`src/rtl/and2_chk_pkg.sv`:
```
// Shared types and constants for the and2 exhaustive checker.
package and2_chk_pkg;

  // Number of input vectors in one sweep of a two-input gate.
  localparam int NUM_VEC  = 4;
  localparam int VEC_W    = 2;

  // Width of the mismatch counter.
  localparam int ERR_W    = 8;

  // Counter widths sized for the legal parameter ranges (SETTLE 1..15, ITER 1..255).
  localparam int SETTLE_W = 4;
  localparam int SWEEP_W  = 8;

  typedef enum logic [1:0] {
    IDLE  = 2'd0,
    DRIVE = 2'd1,
    CHECK = 2'd2,
    DONE  = 2'd3
  } state_t;

  // Golden reference for the gate under test.
  function automatic logic expected_y(input logic a, input logic b);
    return a & b;
  endfunction

endpackage

```
`src/rtl/sat_cnt.sv`:
```
// Saturating up-counter with synchronous clear; holds at all-ones instead of wrapping.
module sat_cnt
  import and2_chk_pkg::*;
#(
  parameter int W = ERR_W
) (
  input  logic         clk,
  input  logic         rst,
  input  logic         clr,
  input  logic         inc,
  output logic [W-1:0] cnt
);

  // Clear has priority over increment; increment stops at the maximum value.
  always_ff @(posedge clk or posedge rst) begin
    if (rst) begin
      cnt <= '0;
    end else if (clr) begin
      cnt <= '0;
    end else if (inc && (cnt != {W{1'b1}})) begin
      cnt <= cnt + 1'b1;
    end
  end

endmodule

```
`config.mk`:
```
export PLATFORM = sky130hd
export DESIGN_NAME = sat_cnt
export DESIGN_NICKNAME = d
export VERILOG_FILES = /design/src/rtl/and2_chk_pkg.sv /design/src/rtl/sat_cnt.sv
export SDC_FILE = /design/constraint.sdc
export NUM_CORES = 1
export LEC_CHECK = 0
export ABC_CLOCK_PERIOD_IN_PS = 3000
export CAP_MARGIN = 20
export CELL_PAD_IN_SITES_DETAIL_PLACEMENT = 2
export CELL_PAD_IN_SITES_GLOBAL_PLACEMENT = 2
export CORE_UTILIZATION = 30
export CTS_CLUSTER_DIAMETER = 80
export DETAILED_ROUTE_END_ITERATION = 8
export PLACE_DENSITY_LB_ADDON = 0.1
export SYNTH_ARGS = -nofsm -noshare
export SYNTH_HDL_FRONTEND = slang
export SYNTH_SLANG_ARGS = --single-unit
```
`constraint.sdc`:
```
create_clock -name clk -period 3 [get_ports clk]
set_clock_uncertainty 0.05 [all_clocks]
set_input_delay 0.6 -clock clk [delete_from_list [all_inputs] [get_ports clk]]
set_output_delay 0.6 -clock clk [all_outputs]
set_load 0.01 [all_outputs]
```
# ---- Word level (Yosys, flattened, before mapping)
# Index checks and enable logic that the tools add are counted.
dict set report op_classes {
  addsub 1
  eq_ne 1
  mux 2
  reduce_logical 2
}
# op count
set op_table {}
lappend op_table {{8-bit two-way mux} 2}
lappend op_table {{8-bit by 1-bit adder with 8-bit output (second input constant)} 1}
lappend op_table {{8-bit != test (second input constant)} 1}
lappend op_table {{2-bit nonzero test} 1}
lappend op_table {{1-bit logical AND} 1}
dict set report totals {
  regBits 8
  inputBits 4
  output_inout_bits 8
  elab_cells 7
}

# ---- Logic depth before layout (Yosys ltp)
# Gate-level depths: netlist of run 1.
dict set report logic_depth {
  word_depth 4
  mapped_depth 4
  ltp_nobuf 4
}

# ---- Least setup slack after synthesis of run 1
# No wires, ideal clock.
dict set report synth_path {
  kind {flip-flop to flip-flop}
  startpoint {register cnt[0]}
  endpoint {register cnt[5]}
  setup_time_ps 125
  t_arrival_ps 1463
  required_ps 2825
  setup_slack_ps 1362
  path_stages_with_launch 5
  n_path_buf 0
  synth_period_minus_slack_ps 1638
  cell_sequence {dfrtp_1 ha_1 and3_1 a211oi_2 mux2_4}
}
dict set report synth_between {
  elab_chain_cells 3
  word_cells_on_any_way 6
  classes_between {1 x add/sub; 1 x eq/ne; 2 x mux; 2 x reduce/logical}
}
# element line_no
set synth_lines {}
lappend synth_lines {{from (decl)} sat_cnt.sv:11} ;# output logic [W-1:0] cnt
lappend synth_lines {{from (signal assigned)} sat_cnt.sv:21} ;# cnt <= cnt + 1'b1;
lappend synth_lines {{8-bit by 1-bit adder with 8-bit output or 8-bit != test (tied branches)} {sat_cnt.sv:21, sat_cnt.sv:20}}
lappend synth_lines {{8-bit two-way mux or 1-bit logical AND (tied branches)} sat_cnt.sv:20} ;# end else if (inc && (cnt != {W{1'b1}})) begin
lappend synth_lines {{8-bit two-way mux or 2-bit nonzero test (tied branches)} --}
# Several ways; a longest one is shown, not always the timed one. The select of a mux whose other input is x is not followed.
# A chain may end at the register's enable or synchronous reset.

# ---- Final worst setup path of run 1
dict set report layout_path {
  startpoint {register cnt[7]}
  endpoint {output port cnt[7]}
}
# No word-level cell between the ends.

==> flow_metrics.py, run 1 <==
metrics = {
    "run_status": {
        "status": "finished clean",
    },
    "critical_path": {
        "critPathCaptureType": "primary output",
        "path_class": "register to primary output",
        "max_stage_delay_ns": 0.59,
        "start_kind": "register",
        "crit_path_cell_trace": "clkdlybuf4s50_1",
        "cp.required_ns": 2.35,
        "crit_fanout": 7,
        "slowest_stage": "clkdlybuf4s50_1",
        "cpLargestDelayFamily": "buffers and inverters",
        "cp.arrival_ns": 1.33,
        "crit_buf_inv": 1,
    },
    "synth": {
        "ys_seq_elements": 8,
        "syn_area_sq_um": 504,
        "yosys-top-cells-area": "dfrtp_1, mux2_4, nor2b_1",
        "synth_top_area_cell": "dfrtp_1",
        "synth_cells": 49,
        "synth_warnings": 0,
        "ys_types": 25,
        "synth_nets": 54,
        "synth_seq_area_share_pct": 39.7,
        "synth_edf_count": 0,
        "yosys_most_used_dff": "dfrtp_1",
        "synthArstFlopShare_pct": 100,
        "netlist.area_leader.share_pct": 39.7,
        "avgSynthCellArea_sq_um": 10.3,
    },
    "global_routing": {
        "grt_pass1_vias": 479,
        "grt_max_degree": 11,
        "grt.overflow.total": 0,
        "grt_antenna_before_repair": 0,
        "grt_pass1_wl_um": 2300,
        "gr-usage-all-layers_pct": 17.5,
    },
    "power_and_ir_drop": {
        "p_leak_uw": 0.000286,
        "irDropWorstVdd_mv": 0.155,
        "share_comb_of_total_power_pct": 11.9,
        "power.density_nw_per_um2": 357,
        "pwr-share-clk_pct": 38.4,
        "power.net_switching_uw": 58.6,
        "intPower_uw": 171,
        "p_sw_share_pct": 25.6,
        "seqPwrFrac_pct": 49.7,
    },
    "clock_network": {
        "cts_tree": "built",
        "h-tree-depth": 1,
        "cts.sinks": 8,
        "cts_buffer_depth": 2,
        "clock_latency_ns": 0.26,
        "cts_resized": 0,
        "hold_buffers": 0,
        "path_clk_slew_ns": 0.06,
        "cts_root_buf": "clkbuf_4",
        "cts_buffers": 3,
        "post_cts_buffers": 0,
    },
    "route": {
        "vias_per_cell": 5.56,
        "vias": 428,
        "drt-initial-drc-count": 4,
        "first_pass_iters": 2,
        "routedWlPerCell_um": 18.1,
        "final_antenna_net_count": 0,
        "wl_um": 1400,
        "route.detailed.drc": 0,
    },
    "placed_design": {
        "dpl_cell_area_sq_um": 619,
        "port_buffers": 11,
        "gp_congestion": 0.700,
        "dp_hpwl_um": 1040,
    },
    "floorplan": {
        "die_area_sq_um": 1850,
        "coreArea_sq_um": 1540,
        "die_w_um": 43.0,
        "io_pins": 12,
        "initial_core_util_pct": 32.7,
        "rows": 14,
        "die_h_um": 43.0,
    },
    "final_layout": {
        "design_area_sq_um": 642,
        "nets": 68,
        "nFillCells": 173,
        "n_antenna_cell": 0,
        "largest_register_ffs": 8,
        "area_delta_synth_final_pct": 27.3,
        "regMostFlops": "cnt",
        "drive_gt1_share_pct": 18.0,
        "top_regs": "cnt: 8 flops",
    },
    "sta": {
        "rsz0062_at_grt": "no",
        "fin_crit_ns": 1.98,
        "drv_slew": 0,
        "final.setup.tns_ns": 0,
        "setup_viol": 0,
        "worstMarginPinSlew_ns": 0.364,
        "max_freq_ghz": 0.505,
        "max-slew-margin-rel_pct": 75.7,
        "hold_viol": 0,
        "min_period_over_period_pct": 66.0,
    },
    "worst_hold_path": {
        "hp-class": "register to register",
    },
    "flow_run": {
        "maxCapViolations": 0,
    },
}
-- cells in the final DEF (no fill, tap or decap), types with 2 or more instances in the layout --
| cell | count |
|---|---|
| a21oi_1 | 2 |
| a21oi_2 | 2 |
| clkbuf_4 | 3 |
| clkdlybuf4s50_1 | 11 |
| dfrtp_1 | 8 |
| inv_1 | 2 |
| mux2_4 | 4 |
| nand2_1 | 4 |
| nand3_1 | 2 |
| nand4_1 | 2 |
| nor2_1 | 4 |
| nor2b_1 | 4 |
-- Yosys cell counts, types with 2 or more instances --
master   instances
dfrtp_1          8
mux2_4           4
nand2_1          4
nor2_1           4
nor2b_1          4
a21oi_1          2
a21oi_2          2
inv_1            2
nand3_1          2
nand4_1          2
-- worst paths after layout --
check / from / end / slack, ns / cells past startpoint
max: cnt[7]$_DFFE_PP0P_ / cnt[7] / 1.02 / 1
min: cnt[1]$_DFFE_PP0P_ / cnt[1]$_DFFE_PP0P_ / 0.54 / 2
max reg2reg: cnt[0]$_DFFE_PP0P_ / cnt[5]$_DFFE_PP0P_ / 1.27 / 4
min reg2reg: cnt[1]$_DFFE_PP0P_ / cnt[1]$_DFFE_PP0P_ / 0.54 / 2
max in group asynchronous: rst / cnt[2]$_DFFE_PP0P_ / 2.10 / 2
min in group asynchronous: rst / cnt[3]$_DFFE_PP0P_ / 0.55 / 2
-- power groups by stage --
stage                     Clock [uW]  Sequential (uW)  Combinational, uW
after global placement             0              116               25.7
after CTS                       92.8              114               27.9
after global routing            97.8              114               29.9
final                           87.9              114               27.3
after detailed placement           0              116               27.6
after floorplan                    0              116               12.7
-- final cells by class --
cell class,count,area (sq um),area share [%]
well taps,16,20.0,3.12
clock buffers,3,22.5,3.51
repair buffers,11,110,17.2
inverters,2,7.51,1.17
multi-input cells,37,282,43.9
flip-flops and latches,8,200,31.2
-- routing by layer --
metal	routed length [um]	vias up	GRT usage [%]
li1	-	204	-
met1	630	210	21.4
met2	692	10	28.5
met3	46	4	2.55
met4	27	0	10.9
met5	0	-	0
-- metrics by stage --
step / setup slack, ns / utilization (%) / std cells / total power, uW / hold WS [ns]
floorplan: 1.36 / - / 49 / 129 / 0.366
global placement: 0.916 / 40.2 / 74 / 141 / 0.515
detailed placement: 0.859 / 40.2 / 74 / 143 / 0.534
CTS: 1.01 / 41.6 / 77 / 234 / 0.542
global route: 0.985 / 41.6 / 77 / 242 / 0.573
finish: 1.02 / 41.6 / 77 / 229 / 0.538
-- kinds of logic (layout without fill, tap and decap cells) --
| logic type | Yosys count | after routing | share of synthesized area, % |
|---|---|---|---|
| AO/OA/AOI/OAI | 9 | 9 | 15.6 |
| AND/OR/NAND/NOR | 22 | 22 | 23.8 |
| flip-flops | 8 | 8 | 39.7 |
| adder cells (fa/ha/maj) | 1 | 1 | 2.48 |
| buffers and inverters | 4 | 16 | 4.47 |
| multiplexers | 5 | 5 | 13.9 |
Note: power is estimated with default switching activity, not from simulation.
==> run 2, diff against run 1 <==
ABC_CLOCK_PERIOD_IN_PS = 1700   (was 3000)
CORE_UTILIZATION = 25   (was 30)
clock period = 1.7 ns   (was 3 ns; I/O delays follow)
==> flow_metrics.py, run 2 (synthesis gave the netlist of run 1 again) <==
metrics = {
    "run_status": {
        "status": "finished clean",
    },
    "sta": {
        "hold_ws_ns": 0.293,
        "max-slew-margin-rel_pct": 75.9,
        "hold_viol": 0,
        "fin_crit_ns": 1.62,
        "rsz0062_at_grt": "no",
        "setup_viol": 0,
        "max_freq_ghz": 0.616,
        "min_period_over_period_pct": 95.5,
        "worst_slack_ns": 0.0761,
        "drv_slew": 0,
        "worstMarginPinSlew_ns": 0.361,
    },
    "final_layout": {
        "area_delta_synth_final_pct": 40.9,
        "mostFrequentLayoutCells": "clkdlybuf4s50_1, buf_4",
        "layout_commonest_cell": "clkdlybuf4s50_1",
        "nets": 74,
        "drive_gt1_share_pct": 31.3,
        "largest_register_ffs": 8,
        "regMostFlops": "cnt",
        "top_regs": "cnt: 8 flops",
        "design_area_sq_um": 711,
        "nFillCells": 211,
        "n_antenna_cell": 0,
    },
    "global_routing": {
        "grt.overflow.total": 0,
        "grt_pass1_wl_um": 2310,
        "grt_use_met3_pct": 3.85,
        "grt_antenna_before_repair": 0,
        "busiest_layer": "met2",
        "grt_max_degree": 11,
        "gr-usage-all-layers_pct": 15.9,
        "grt_pass1_vias": 500,
        "grtUsageMet2_pct": 24.2,
        "met1_usage_pct": 21.5,
    },
    "route": {
        "route.detailed.drc": 0,
        "drt-initial-drc-count": 1,
        "routedWlPerCell_um": 14.5,
        "vias": 439,
        "wl_um": 1330,
        "vias_per_cell": 4.77,
        "first_pass_iters": 2,
        "final_antenna_net_count": 0,
    },
    "floorplan": {
        "io_pins": 12,
        "die_h_um": 46.9,
        "die_w_um": 46.9,
        "die_area_sq_um": 2200,
        "coreArea_sq_um": 1800,
        "rows": 15,
        "initial_core_util_pct": 28.0,
    },
    "critical_path": {
        "cpLargestDelayFamily": "buffers and inverters",
        "start_kind": "register",
        "crit_buf_inv": 1,
        "critPathCaptureType": "primary output",
        "max_stage_delay_ns": 0.56,
        "crit_path_cell_trace": "clkdlybuf4s50_1",
        "slowest_stage": "clkdlybuf4s50_1",
        "crit_fanout": 7,
        "path_class": "register to primary output",
        "cp.arrival_ns": 1.23,
        "cp.required_ns": 1.31,
    },
    "clock_network": {
        "cts_root_buf": "clkbuf_4",
        "cts_buffers": 3,
        "post_cts_buffers": 0,
        "path_clk_slew_ns": 0.06,
        "cts.sinks": 8,
        "cts_buffer_depth": 2,
        "cts_tree": "built",
        "h-tree-depth": 1,
        "clock_latency_ns": 0.26,
    },
    "power_and_ir_drop": {
        "p_leak_uw": 0.000359,
        "seqPwrFrac_pct": 48.1,
        "power.net_switching_uw": 103,
        "p_sw_share_pct": 24.9,
        "p_total_uw": 413,
        "pwr-share-clk_pct": 37.2,
        "power.density_nw_per_um2": 581,
        "irDropWorstVdd_mv": 0.229,
        "intPower_uw": 310,
        "share_comb_of_total_power_pct": 14.7,
    },
    "placed_design": {
        "port_buffers": 11,
        "dpl_cell_area_sq_um": 676,
        "gp_congestion": 0.698,
        "dp_slack_ns": -0.109,
        "dp_hpwl_um": 959,
    },
    "flow_run": {
        "maxCapViolations": 0,
    },
    "worst_hold_path": {
        "hp-class": "primary input to asynchronous set/reset pin",
    },
}
==> run 2: repair_timing <==
action / CTS / global route
gates resized for setup: 1 / 6
hold buffers: 0 / 0
endpoints found under the setup margin: 1 / 6
==> run 2: power by group through the flow <==
stage	Sequential (uW)	Combinational, uW	Clock [uW]
after floorplan	205	22.4	0
after global placement	202	62.5	0
after detailed placement	202	63.1	0
after CTS	199	63.7	163
after global routing	199	67.2	179
final	199	60.7	154
==> run 2: layout make-up <==
type                            instances  area [sq um]  share of cell area (%)
Clock buffer                            3          22.5                    3.17
Inverter                                2          7.51                    1.06
Multi-Input combinational cell         37           282                    39.6
Sequential cell                         8           205                    28.9
Tap cell                               25          31.3                    4.40
Timing Repair Buffer                   17           163                    22.9
==> run 2: path summary, 6_finish.rpt <==
kind / from / endpoint / slack, ns / depth (start not counted)
max: cnt[7]$_DFFE_PP0P_ / cnt[7] / 0.08 / 1
min: rst / cnt[0]$_DFFE_PP0P_ / 0.29 / 2
max reg2reg: cnt[0]$_DFFE_PP0P_ / cnt[5]$_DFFE_PP0P_ / 0.12 / 4
min reg2reg: cnt[7]$_DFFE_PP0P_ / cnt[7]$_DFFE_PP0P_ / 0.58 / 1
max in group asynchronous: rst / cnt[7]$_DFFE_PP0P_ / 1.01 / 2
min in group clk: cnt[7]$_DFFE_PP0P_ / cnt[7]$_DFFE_PP0P_ / 0.58 / 1
==> run 2: per-layer routing <==
layer | share of wire, % | routed length [um]
met2 | 45 | 603
met3 | 5.7 | 76
met1 | 48 | 633
met4 | 1.2 | 16
met5 | 0 | 0
==> run 2: metrics by stage <==
stage | util, % | instances | TNS [ns]
floorplan | - | 49 | 0
global placement | 37.5 | 89 | -0.0853
detailed placement | 37.5 | 89 | -0.120
CTS | 38.8 | 92 | 0
global route | 39.4 | 92 | 0
finish | 39.4 | 92 | 0
==> run 3, diff against run 2 <==
PLACE_DENSITY_LB_ADDON = 0.08   (was 0.1)
==> flow_metrics.py, run 3 (synthesis gave the netlist of run 1 again) <==
metrics = {
    "floorplan": {
        "die_area_sq_um": 2200,
        "die_w_um": 46.9,
        "io_pins": 12,
        "rows": 15,
        "coreArea_sq_um": 1800,
        "die_h_um": 46.9,
        "initial_core_util_pct": 28.0,
    },
    "power_and_ir_drop": {
        "share_comb_of_total_power_pct": 12.8,
        "irDropWorstVdd_mv": 0.247,
        "p_total_uw": 407,
        "power.density_nw_per_um2": 586,
        "pwr-share-clk_pct": 37.9,
        "seqPwrFrac_pct": 49.4,
        "power.net_switching_uw": 102,
        "p_leak_uw": 0.000306,
        "p_sw_share_pct": 25.1,
        "intPower_uw": 305,
    },
    "global_routing": {
        "grt_pass1_wl_um": 2240,
        "gr-usage-all-layers_pct": 15.3,
        "grt_max_degree": 11,
        "grt_pass1_vias": 435,
        "grt.overflow.total": 0,
        "grt_antenna_before_repair": 0,
    },
    "clock_network": {
        "path_clk_slew_ns": 0.06,
        "cts_root_buf": "clkbuf_4",
        "clock_latency_ns": 0.26,
        "h-tree-depth": 1,
        "cts_buffers": 3,
        "cts.sinks": 8,
        "cts_buffer_depth": 2,
        "cts_tree": "built",
    },
    "sta": {
        "hold_ws_ns": 0.291,
        "setup_viol": 0,
        "max-slew-margin-rel_pct": 75.4,
        "worstMarginPinSlew_ns": 0.368,
        "fin_crit_ns": 1.63,
        "rsz0062_at_grt": "no",
        "hold_viol": 0,
        "max_freq_ghz": 0.613,
        "min_period_over_period_pct": 96.0,
        "worst_slack_ns": 0.0677,
        "drv_slew": 0,
    },
    "placed_design": {
        "dp_slack_ns": -0.0984,
        "dpl_cell_area_sq_um": 668,
        "dp_hpwl_um": 1030,
        "gp_congestion": 0.683,
        "port_buffers": 11,
    },
    "critical_path": {
        "cp.arrival_ns": 1.24,
        "setup.worst_path.start": "cnt[5]$_DFFE_PP0P_",
        "slowest_stage": "clkdlybuf4s50_1",
        "crit_buf_inv": 1,
        "reg2regPathDepth": 4,
        "crit_fanout": 5,
        "cp_num_cells": 1,
        "path_class": "register to primary output",
        "start_kind": "register",
        "r2r_start": "cnt[0]$_DFFE_PP0P_",
        "r2r_slack_ns": 0.10,
        "cpLargestDelayFamily": "buffers and inverters",
        "max_stage_delay_ns": 0.56,
        "critPathCaptureType": "primary output",
        "crit_path_cell_trace": "clkdlybuf4s50_1",
        "cp.required_ns": 1.31,
    },
    "final_layout": {
        "top_regs": "cnt: 8 flops",
        "n_antenna_cell": 0,
        "nFillCells": 203,
        "area_delta_synth_final_pct": 37.7,
        "fin_util_pct": 38.5,
        "largest_register_ffs": 8,
        "multi_input_area_sq_um": 282,
        "mostFrequentLayoutCells": "clkdlybuf4s50_1, dfrtp_1, buf_4",
        "layout_commonest_cell": "clkdlybuf4s50_1",
        "seqCellArea_sq_um": 204,
        "nets": 73,
        "regMostFlops": "cnt",
        "design_area_sq_um": 694,
        "drive_gt1_share_pct": 28.8,
    },
    "route": {
        "route.detailed.drc": 0,
        "wl_um": 1330,
        "routedWlPerCell_um": 14.7,
        "vias": 430,
        "drt-initial-drc-count": 2,
        "first_pass_iters": 4,
        "final_antenna_net_count": 0,
        "vias_per_cell": 4.73,
    },
    "run_status": {
        "status": "finished clean",
    },
    "worst_hold_path": {
        "hp-class": "primary input to asynchronous set/reset pin",
    },
    "flow_run": {
        "maxCapViolations": 0,
    },
}
## run 3: cell types whose count changed in the layout (fill, tap and decap cells not counted), sizes merged
| cell | change |
|---|---|
| dlymetal6s2s | -3 |
| clkdlybuf4s50 | +3 |
| buf | -1 |
## run 3: worst paths after layout
path                                           end
worst max-delay path                        cnt[5]
worst min-delay path            cnt[5]$_DFFE_PP0P_
worst max register to register  cnt[5]$_DFFE_PP0P_
worst min register to register  cnt[1]$_DFFE_PP0P_
max in group asynchronous       cnt[2]$_DFFE_PP0P_
min in group clk                cnt[1]$_DFFE_PP0P_
## run 3: routing by layer
| layer | GRT usage, % | vias to the layer above | share of wire [%] |
|---|---|---|---|
| li1 | - | 211 | - |
| met1 | 21.9 | 208 | 51 |
| met2 | 21.9 | 9 | 44 |
| met3 | 3.46 | 2 | 3.8 |
| met4 | 6.86 | 0 | 0.75 |
| met5 | 0 | - | 0 |
## run 3: through the flow
step | std cells | setup TNS (ns)
CTS | 91 | 0
global placement | 88 | -0.0468
floorplan | 49 | 0
global route | 91 | 0
detailed placement | 88 | -0.0984
finish | 91 | 0
## run 3: final cells by class
type                            instances  share of cell area [%]
Sequential cell                         8                    29.4
Clock buffer                            3                    3.24
Multi-Input combinational cell         37                    40.5
Tap cell                               25                    4.50
Inverter                                2                    1.08
Timing Repair Buffer                   16                    21.3
## run 3: what timing repair did
| action | CTS | global route |
|---|---|---|
| endpoints found under the setup margin | 1 | 3 |
| hold buffers | 0 | 0 |
| buffers inserted | 0 | 0 |
| pin swaps | 0 | 1 |
| gates resized for setup | 1 | 2 |
| cloned | 0 | 0 |
## run 3: power groups by stage
stage                     combinational [uW]  clock, uW  sequential [uW]
final                                   51.9        154              201
after global routing                    58.6        173              202
after CTS                               53.4        163              201
after detailed placement                53.1          0              205
after global placement                  51.5          0              204
after floorplan                         22.4          0              205
